### src/rtl/mc_ctrl_fsm_if.sv
// Control bundle between the multi-cycle sequencer and the datapath.
//   en, opcode, funct, zero : status/enable inputs to the sequencer
//   pc_we .. pc_src          : datapath write enables and mux selects
//   illegal                  : one-cycle pulse for an unsupported encoding
//   state                    : current sequencer state (debug)
// master = sequencer side, slave = datapath side.
interface mc_ctrl_fsm_if;
    logic       en;
    logic [5:0] opcode;
    logic [5:0] funct;
    logic       zero;
    logic       pc_we;
    logic       iord;
    logic       we_dm;
    logic       ir_we;
    logic [1:0] reg_dst;
    logic [1:0] wd_sel;
    logic       we_reg;
    logic       alu_src_a;
    logic [1:0] alu_src_b;
    logic [2:0] alu_ctrl;
    logic [1:0] pc_src;
    logic       illegal;
    logic [3:0] state;

    modport master (
        input  en, opcode, funct, zero,
        output pc_we, iord, we_dm, ir_we, reg_dst, wd_sel, we_reg,
               alu_src_a, alu_src_b, alu_ctrl, pc_src, illegal, state
    );

    modport slave (
        output en, opcode, funct, zero,
        input  pc_we, iord, we_dm, ir_we, reg_dst, wd_sel, we_reg,
               alu_src_a, alu_src_b, alu_ctrl, pc_src, illegal, state
    );
endinterface

### src/rtl/mc_ctrl_fsm.sv
// Multi-cycle MIPS control sequencer. Steps each instruction through
// FETCH/DECODE/execute/writeback, one state per clock, and drives every
// datapath mux select and write enable as a Moore decode of the state.
//   clk : system clock, rising edge
//   rst : synchronous active-low reset (0 = reset)
//   bus : mc_ctrl_fsm_if.master (en/opcode/funct/zero in, controls out)
// SUPPORT_JR_JAL = 0 decodes the JR funct and JAL opcode as illegal.
module mc_ctrl_fsm #(
    parameter bit SUPPORT_JR_JAL = 1'b1
) (
    input  logic          clk,
    input  logic          rst,
    mc_ctrl_fsm_if.master bus
);
    typedef enum logic [3:0] {
        FETCH  = 4'd0,  DECODE = 4'd1,  MEMADR = 4'd2,  MEMRD  = 4'd3,
        MEMWB  = 4'd4,  MEMWR  = 4'd5,  RTEXEC = 4'd6,  ALUWB  = 4'd7,
        BRANCH = 4'd8,  ADDIEX = 4'd9,  ADDIWB = 4'd10, JUMP   = 4'd11,
        JR     = 4'd12, JAL    = 4'd13
    } state_t;

    localparam logic [5:0] OP_RTYPE = 6'b000000;
    localparam logic [5:0] OP_LW    = 6'b100011;
    localparam logic [5:0] OP_SW    = 6'b101011;
    localparam logic [5:0] OP_BEQ   = 6'b000100;
    localparam logic [5:0] OP_ADDI  = 6'b001000;
    localparam logic [5:0] OP_J     = 6'b000010;
    localparam logic [5:0] OP_JAL   = 6'b000011;

    localparam logic [5:0] FN_ADD = 6'b100000;
    localparam logic [5:0] FN_SUB = 6'b100010;
    localparam logic [5:0] FN_AND = 6'b100100;
    localparam logic [5:0] FN_OR  = 6'b100101;
    localparam logic [5:0] FN_SLT = 6'b101010;
    localparam logic [5:0] FN_JR  = 6'b001000;

    localparam logic [2:0] ALU_ADD = 3'b010;
    localparam logic [2:0] ALU_SUB = 3'b110;
    localparam logic [2:0] ALU_AND = 3'b000;
    localparam logic [2:0] ALU_OR  = 3'b001;
    localparam logic [2:0] ALU_SLT = 3'b111;

    state_t     state_q, state_d;
    logic       pc_write, branch, we_dm_raw, ir_we_raw, we_reg_raw, illegal_raw;
    logic       iord, alu_src_a;
    logic [1:0] reg_dst, wd_sel, alu_src_b, pc_src;
    logic [2:0] alu_ctrl;
    logic       wr_ok;

    always_ff @(posedge clk) begin
        if (!rst)
            state_q <= FETCH;
        else if (bus.en)
            state_q <= state_d;
    end

    always_comb begin
        state_d     = FETCH;
        pc_write    = 1'b0;
        branch      = 1'b0;
        iord        = 1'b0;
        we_dm_raw   = 1'b0;
        ir_we_raw   = 1'b0;
        reg_dst     = '0;
        wd_sel      = '0;
        we_reg_raw  = 1'b0;
        alu_src_a   = 1'b0;
        alu_src_b   = '0;
        alu_ctrl    = ALU_ADD;
        pc_src      = '0;
        illegal_raw = 1'b0;
        case (state_q)
            FETCH: begin
                ir_we_raw = 1'b1;
                alu_src_b = 2'b01;
                pc_write  = 1'b1;
                state_d   = DECODE;
            end
            DECODE: begin
                // ALU precomputes PC+4 + (sext imm << 2) for a possible branch
                alu_src_b = 2'b11;
                case (bus.opcode)
                    OP_LW, OP_SW: state_d = MEMADR;
                    OP_RTYPE: begin
                        case (bus.funct)
                            FN_ADD, FN_SUB, FN_AND, FN_OR, FN_SLT: state_d = RTEXEC;
                            FN_JR: begin
                                if (SUPPORT_JR_JAL) state_d = JR;
                                else                illegal_raw = 1'b1;
                            end
                            default: illegal_raw = 1'b1;
                        endcase
                    end
                    OP_BEQ:  state_d = BRANCH;
                    OP_ADDI: state_d = ADDIEX;
                    OP_J:    state_d = JUMP;
                    OP_JAL: begin
                        if (SUPPORT_JR_JAL) state_d = JAL;
                        else                illegal_raw = 1'b1;
                    end
                    default: illegal_raw = 1'b1;
                endcase
            end
            MEMADR: begin
                alu_src_a = 1'b1;
                alu_src_b = 2'b10;
                state_d   = (bus.opcode == OP_SW) ? MEMWR : MEMRD;
            end
            MEMRD: begin
                iord    = 1'b1;
                state_d = MEMWB;
            end
            MEMWB: begin
                wd_sel     = 2'b01;
                we_reg_raw = 1'b1;
            end
            MEMWR: begin
                iord      = 1'b1;
                we_dm_raw = 1'b1;
            end
            RTEXEC: begin
                alu_src_a = 1'b1;
                case (bus.funct)
                    FN_SUB:  alu_ctrl = ALU_SUB;
                    FN_AND:  alu_ctrl = ALU_AND;
                    FN_OR:   alu_ctrl = ALU_OR;
                    FN_SLT:  alu_ctrl = ALU_SLT;
                    default: alu_ctrl = ALU_ADD;
                endcase
                state_d = ALUWB;
            end
            ALUWB: begin
                reg_dst    = 2'b01;
                we_reg_raw = 1'b1;
            end
            BRANCH: begin
                alu_src_a = 1'b1;
                alu_ctrl  = ALU_SUB;
                pc_src    = 2'b01;
                branch    = 1'b1;
            end
            ADDIEX: begin
                alu_src_a = 1'b1;
                alu_src_b = 2'b10;
                state_d   = ADDIWB;
            end
            ADDIWB: we_reg_raw = 1'b1;
            JUMP: begin
                pc_src   = 2'b10;
                pc_write = 1'b1;
            end
            JR: begin
                pc_src   = 2'b11;
                pc_write = 1'b1;
            end
            JAL: begin
                // PC already holds PC+4 from FETCH, so it is the link value
                reg_dst    = 2'b10;
                wd_sel     = 2'b10;
                we_reg_raw = 1'b1;
                pc_src     = 2'b10;
                pc_write   = 1'b1;
            end
            default: state_d = FETCH;
        endcase
    end

    // A reset cycle or a stalled cycle must not commit any architectural write.
    assign wr_ok = bus.en & rst;

    assign bus.pc_we     = wr_ok & (pc_write | (branch & bus.zero));
    assign bus.we_dm     = wr_ok & we_dm_raw;
    assign bus.ir_we     = wr_ok & ir_we_raw;
    assign bus.we_reg    = wr_ok & we_reg_raw;
    assign bus.illegal   = wr_ok & illegal_raw;
    assign bus.iord      = iord;
    assign bus.reg_dst   = reg_dst;
    assign bus.wd_sel    = wd_sel;
    assign bus.alu_src_a = alu_src_a;
    assign bus.alu_src_b = alu_src_b;
    assign bus.alu_ctrl  = alu_ctrl;
    assign bus.pc_src    = pc_src;
    assign bus.state     = state_q;
endmodule

### src/flat_wrapper.sv
// flat-port wrapper written by rule: the top's interface ports become plain ports
module mc_ctrl_fsm_flat 
#(
    parameter bit SUPPORT_JR_JAL = 1'b1
)
  (clk, rst, bus_en, bus_opcode, bus_funct, bus_zero, bus_pc_we, bus_iord, bus_we_dm, bus_ir_we, bus_reg_dst, bus_wd_sel, bus_we_reg, bus_alu_src_a, bus_alu_src_b, bus_alu_ctrl, bus_pc_src, bus_illegal, bus_state);
  mc_ctrl_fsm_if bus_i ();
  input  logic clk;
  input  logic rst;
  input wire logic [$bits(bus_i.en)-1:0] bus_en;
  input wire logic [$bits(bus_i.opcode)-1:0] bus_opcode;
  input wire logic [$bits(bus_i.funct)-1:0] bus_funct;
  input wire logic [$bits(bus_i.zero)-1:0] bus_zero;
  output wire logic [$bits(bus_i.pc_we)-1:0] bus_pc_we;
  output wire logic [$bits(bus_i.iord)-1:0] bus_iord;
  output wire logic [$bits(bus_i.we_dm)-1:0] bus_we_dm;
  output wire logic [$bits(bus_i.ir_we)-1:0] bus_ir_we;
  output wire logic [$bits(bus_i.reg_dst)-1:0] bus_reg_dst;
  output wire logic [$bits(bus_i.wd_sel)-1:0] bus_wd_sel;
  output wire logic [$bits(bus_i.we_reg)-1:0] bus_we_reg;
  output wire logic [$bits(bus_i.alu_src_a)-1:0] bus_alu_src_a;
  output wire logic [$bits(bus_i.alu_src_b)-1:0] bus_alu_src_b;
  output wire logic [$bits(bus_i.alu_ctrl)-1:0] bus_alu_ctrl;
  output wire logic [$bits(bus_i.pc_src)-1:0] bus_pc_src;
  output wire logic [$bits(bus_i.illegal)-1:0] bus_illegal;
  output wire logic [$bits(bus_i.state)-1:0] bus_state;
  assign bus_i.en = bus_en;
  assign bus_i.opcode = bus_opcode;
  assign bus_i.funct = bus_funct;
  assign bus_i.zero = bus_zero;
  assign bus_pc_we = bus_i.pc_we;
  assign bus_iord = bus_i.iord;
  assign bus_we_dm = bus_i.we_dm;
  assign bus_ir_we = bus_i.ir_we;
  assign bus_reg_dst = bus_i.reg_dst;
  assign bus_wd_sel = bus_i.wd_sel;
  assign bus_we_reg = bus_i.we_reg;
  assign bus_alu_src_a = bus_i.alu_src_a;
  assign bus_alu_src_b = bus_i.alu_src_b;
  assign bus_alu_ctrl = bus_i.alu_ctrl;
  assign bus_pc_src = bus_i.pc_src;
  assign bus_illegal = bus_i.illegal;
  assign bus_state = bus_i.state;
  mc_ctrl_fsm #(.SUPPORT_JR_JAL(SUPPORT_JR_JAL)) u_core (.clk(clk), .rst(rst), .bus(bus_i));
endmodule
### config.mk
export PLATFORM = sky130hd
export DESIGN_NAME = mc_ctrl_fsm_flat
export DESIGN_NICKNAME = d
export VERILOG_FILES = /design/src/rtl/mc_ctrl_fsm_if.sv /design/src/rtl/mc_ctrl_fsm.sv /design/src/flat_wrapper.sv
export SDC_FILE = /design/constraint.sdc
export NUM_CORES = 1
export LEC_CHECK = 0
export BUFFER_PORTS_ARGS = -buffer_cell sky130_fd_sc_hd__buf_2
export CAP_MARGIN = 20
export CORE_MARGIN = 2
export CORE_UTILIZATION = 47
export CTS_BUF_LIST = sky130_fd_sc_hd__clkbuf_4
export DETAILED_ROUTE_END_ITERATION = 6
export PLACE_DENSITY = 0.85
export SYNTH_ARGS = -nofsm -noshare
export SYNTH_HDL_FRONTEND = slang
export SYNTH_SLANG_ARGS = --single-unit
### constraint.sdc
create_clock -name clk -period 3.7 [get_ports clk]
set_input_delay 0 -clock clk [delete_from_list [all_inputs] [get_ports clk]]
set_output_delay 0 -clock clk [all_outputs]
set_load 0.01 [all_outputs]
* After elaboration in Yosys (flattened, before gate mapping)
Cells that the tools add are included.
Word-level totals: logic and storage cells 66, memory bits (read-only) 0, memories kept 0, RAM bits 0, output and inout port bits 22, input bits 16, bits in registers 4, bits in latches 0
Operators by class: shift-type cells 0, add/sub/neg operators 0, multiply operators 0, div/mod/pow operators 0, bitwise gates (word level) 8, order comparisons 0, reductions and logical operators 12, multiplexer cells 20, equality and inequality tests 25
Operators by type and width (count):
- case mux 4 bit (6 select lines) | 2
- == test 6 bit (second input constant) | 7
- == test 4 bit (second input constant) | 6
- == test 4 x 3 -> 1 bit (second input constant) | 4
- == test 6 x 2 -> 1 bit (second input constant) | 2
- == test 6 x 4 -> 1 bit (second input constant) | 2
- case mux 2 bit (3 select lines) | 2
- case mux 3 bit (4 select lines) | 1
- OR reduction 4 bit | 3
- OR reduction 6 bit | 2
- 2-to-1 mux 1 bit | 9
- == test 4 x 2 -> 1 bit (second input constant) | 2
- case mux 2 bit (2 select lines) | 2
- case mux 4 bit (2 select lines) | 1
- OR reduction 2 bit | 4
- bitwise AND 1 bit | 7
- == test 6 x 3 -> 1 bit (second input constant) | 1
- logical NOT 6 bit | 1
- case mux 3 bit (2 select lines) | 1
- OR reduction 5 bit | 1
- == test 4 x 1 -> 1 bit (second input constant) | 1
- logical NOT 4 bit | 1
- 2-to-1 mux 3 bit | 1
- case mux 1 bit (2 select lines) | 1
- bitwise OR 1 bit | 1

* Depth between registers and ports, before layout
depth in word-level cells 6, mapped depth 6, depth with buffers taken out 5

* Worst setup path before layout
Ideal clock, no wire load.
path kind register to output, start reg u_core.state_q[1] (netlist: u_core.bus.state[1]), end out bus_alu_ctrl[1], arrival time 1.592 ns, path buffers 0, data required time 3.700 ns, cell stages (with the launch flop) 4, slack 2.108 ns, path through dfxtp_1 > nand2b_2 > or4b_4 > or4b_1
On the way: longest elaborated chain between the ends 2, elaborated cells on any way between the ends 3
Ends and longest elaborated chain:
- start, declared | line mc_ctrl_fsm.sv:43 | state_t state_q, state_d;
- start signal, assigned | line mc_ctrl_fsm.sv:54 | state_q <= state_d;
- == test 4 bit or == test 4 x 3 -> 1 bit (tied branches) | line mc_ctrl_fsm.sv:72 | case (state_q)
- case mux 3 bit (2 select lines) * | line mc_ctrl_fsm.sv:72
- end, declared | line flat_wrapper.sv:23 | output wire logic [$bits(bus_i.alu_ctrl)-1:0] bus_alu_ctrl;
Every way passes the cells marked *; elsewhere a longest branch is shown, timed or not.

* Worst setup path in the final report
Same ends and word-level chain as after synthesis.

==> flow_summary_export.csv <==
group,metric,value,unit
status,status,"completed",
worst_setup_path,cp_top_family,"simple AND/OR/NAND/NOR gates",
timing,rsz0062_at_grt,"no",
clock_tree,hold_buffers,0,
worst_setup_path,crit_buf_inv,1,
synthesis,syn-instance-count,109,
grt,track_usage,22.78,%
grt,grt_use_met2,37.88,%
clock_tree,cts_root_buffer,"clkbuf_4",
synthesis,synth_top_area_share,11.17,%
worst_hold_path,hp-start,"rst",
grt,grt_pass1_wl,3.339,mm
layout,fin_nets,159,
synthesis,syn_area_per_cell,6.577,sq um
grt,grt_max_degree,18,
clock_tree,clock_latency,0.24,ns
synthesis,yosysMostFrequentCell,"nor2_1",
timing,relSlewSlack,63.38,%
clock_tree,postCtsSetupBuffers,0,
detailed_routing,wl_per_cell,13.30,um
flow_run,drv_cap,0,
power_and_ir_drop,p_leak,0.4408,nW
floorplanning,io_pins,38,
floorplanning,dieArea,1854,sq um
grt,antenna_found_initial,0,
timing,worstMarginPinSlew,0.5486,ns
layout,largest_reg_flops,4,
placement,place_hpwl,1.581,mm
timing,setup_viol,0,
detailed_routing,wl,2.088,mm
timing,period_share,59.66,%
layout,antenna_cells,0,
clock_tree,htree_levels,1,
timing,tns,0,ns
synthesis,yosys_warnings,0,
synthesis,ys_seq_elements,4,
synthesis,synth_common_cells,"nor2_1 (14), nand2_1 (10), a21oi_1 (8)",
detailed_routing,dr.pass1.iters,5,
clock_tree,cts-buffers-inserted,3,
synthesis,yosysSeqAreaShare,11.17,%
detailed_routing,final_antenna_net_count,0,
worst_setup_path,timing_worst_setup_path_type,"reg -> out",
power_and_ir_drop,p_total,164.5,uW
detailed_routing,drtIter0Drc,35,
worst_setup_path,r2r_slack,1.95,ns
clock_tree,cts_tree,"done",
worst_setup_path,r2r-end,"u_core.bus.state[1]",
floorplanning,dieWidth,43.06,um
synthesis,synth_ff_type,"dfxtp_1",
worst_setup_path,crit_chain,"nand2b_2 > or4b_4 > or4b_1 > buf_2",
synthesis,synth_area_leaders,"dfxtp_1 (11%), nor2_1 (7.3%), a21oi_1 (5.6%)",
worst_setup_path,reg2reg_from,"u_core.bus.state[1]",
clock_tree,path_clk_slew,0.04,ns
grt,gr-usage-met1,31.03,%
synthesis,yosysUniqueCellTypes,43,
layout,syn_to_final_growth,27.05,%
power_and_ir_drop,ir_drop,205.9,uV
placement,port_buffers,37,
synthesis,async_flop_share,0,%
grt,grt_pass1_vias,770,
worst_setup_path,crit_arrival,2.21,ns
timing,layout_min_cycle_time,2.208,ns
worst_setup_path,end_kind,"output pin",
placement,gp_congestion,0.8978,
timing,holdWs,0.06616,ns
timing,fmax,453.0,MHz
layout,fillers,143,
timing,hold_viol,0,
timing,finClkSkew,0.01172,ns
synthesis,synth_edf_count,0,
grt,top_usage_layer,"met2",
worst_hold_path,hold_path_end,"u_core.bus.state[0]",
floorplanning,start_util,48.72,%
worst_setup_path,ff2ff_path_depth,5,
detailed_routing,vias_per_cell,6.013,
worst_setup_path,start_kind,"flip-flop",
clock_tree,cts.sinks,4,
worst_hold_path,worstHoldPathCells,2,
floorplanning,rows,14,
detailed_routing,dr_total_vias,944,
worst_hold_path,hp-class,"in -> reg",
synthesis,syn_nets,125,
synthesis,synth_top_area_cell,"dfxtp_1",
layout,multi_input_area,591.8,sq um
floorplanning,die_height,43.06,um
worst_setup_path,cp_max_fo,17,
worst_setup_path,slowest_delay,0.65,ns
grt,overflow,0,
worst_setup_path,worstSetupPathDepth,4,
worst_setup_path,required,3.70,ns
worst_setup_path,critPathLaunch,"u_core.bus.state[1]",
clock_tree,cts_buffer_depth,2,
detailed_routing,drc_errors,0,
synthesis,syn_area,716.9,sq um
layout,layout-drive-gt1-share,31.21,%
power_and_ir_drop,power.density,180.6,nW/um^2
timing,slew_violations,0,
clock_tree,cts_resized,0,
grt,globalRouteMet3Util,5.532,%
worst_setup_path,slowest_stage,"dfxtp_1",
layout,register_area,80.08,sq um
floorplanning,coreArea,1471,sq um
==> placed cells by master (no fill, tap or decap), types with 3 or more instances in the layout <==
| master | count |
|---|---|
| o21ai_0 | 5 |
| a21oi_1 | 8 |
| nor3b_1 | 4 |
| clkbuf_4 | 3 |
| nand3_1 | 3 |
| inv_1 | 3 |
| nor3_1 | 6 |
| nand2_1 | 10 |
| buf_2 | 37 |
| a21boi_0 | 3 |
| dfxtp_1 | 4 |
| nor2_1 | 14 |
| mux2i_1 | 3 |
| nand2b_1 | 3 |
==> cell families after synthesis <==
group | after synthesis | share of synthesized area [%]
simple gates | 57 | 44.85
compound gates | 32 | 31.07
buf+inv | 11 | 6.284
flops | 4 | 11.17
mux | 3 | 4.189
xor+xnor | 2 | 2.444
==> where the power goes <==
group          internal, mW  switching (mW)  total, mW  leakage (nW)
combinational        0.0251          0.0328     0.0579         0.394
clock                0.0364          0.0203     0.0567        0.0138
sequential           0.0447         0.00511     0.0498        0.0325
total                 0.106          0.0582      0.164         0.441
==> layout make-up <==
cell class / count / area share (%)
multi-input combinational: 94 / 64.97
timing repair buffer: 37 / 20.33
sequential: 4 / 8.791
clock buffer: 3 / 2.473
tap: 16 / 2.198
inverter: 3 / 1.236
==> how the worst max path moves through the flow <==
stage | slack [ns] | endpoint
floorplan | 2.11 | bus_alu_ctrl[1]
global placement | 1.82 | bus_alu_ctrl[1]
detailed placement | 1.74 | bus_alu_ctrl[1]
CTS | 1.48 | bus_alu_ctrl[1]
global route | 1.40 | bus_alu_ctrl[1]
finish | 1.49 | bus_alu_ctrl[1]
==> stage by stage <==
stage,std cells,setup slack (ns),instance area (sq um),util (%)
4_1_cts,157,1.481,910.9,61.90
6_report,157,1.492,910.9,61.90
2_1_floorplan,109,2.108,716.9,-
3_3_place_gp,154,1.815,888.4,60.37
3_5_place_dp,154,1.744,888.4,60.37
5_1_grt,157,1.395,910.9,61.90
==> metal layers <==
| layer | share of wire, % | vias to the layer above | routed length [um] |
|---|---|---|---|
| li1 | - | 469 | - |
| met1 | 45 | 435 | 941 |
| met2 | 48 | 38 | 1002 |
| met3 | 6.5 | 2 | 136 |
| met4 | 0.38 | 0 | 8 |
| met5 | 0 | - | 0 |
==> worst reg2reg max path, stage by stage, from the launching register on <==
cell	delay (ns)
dfxtp_1	0.65
nand2b_1	0.36
nand2_1	0.08
a21boi_0	0.28
a21oi_1	0.11
o311a_1	0.13
Power figures use the tool's default switching activity.
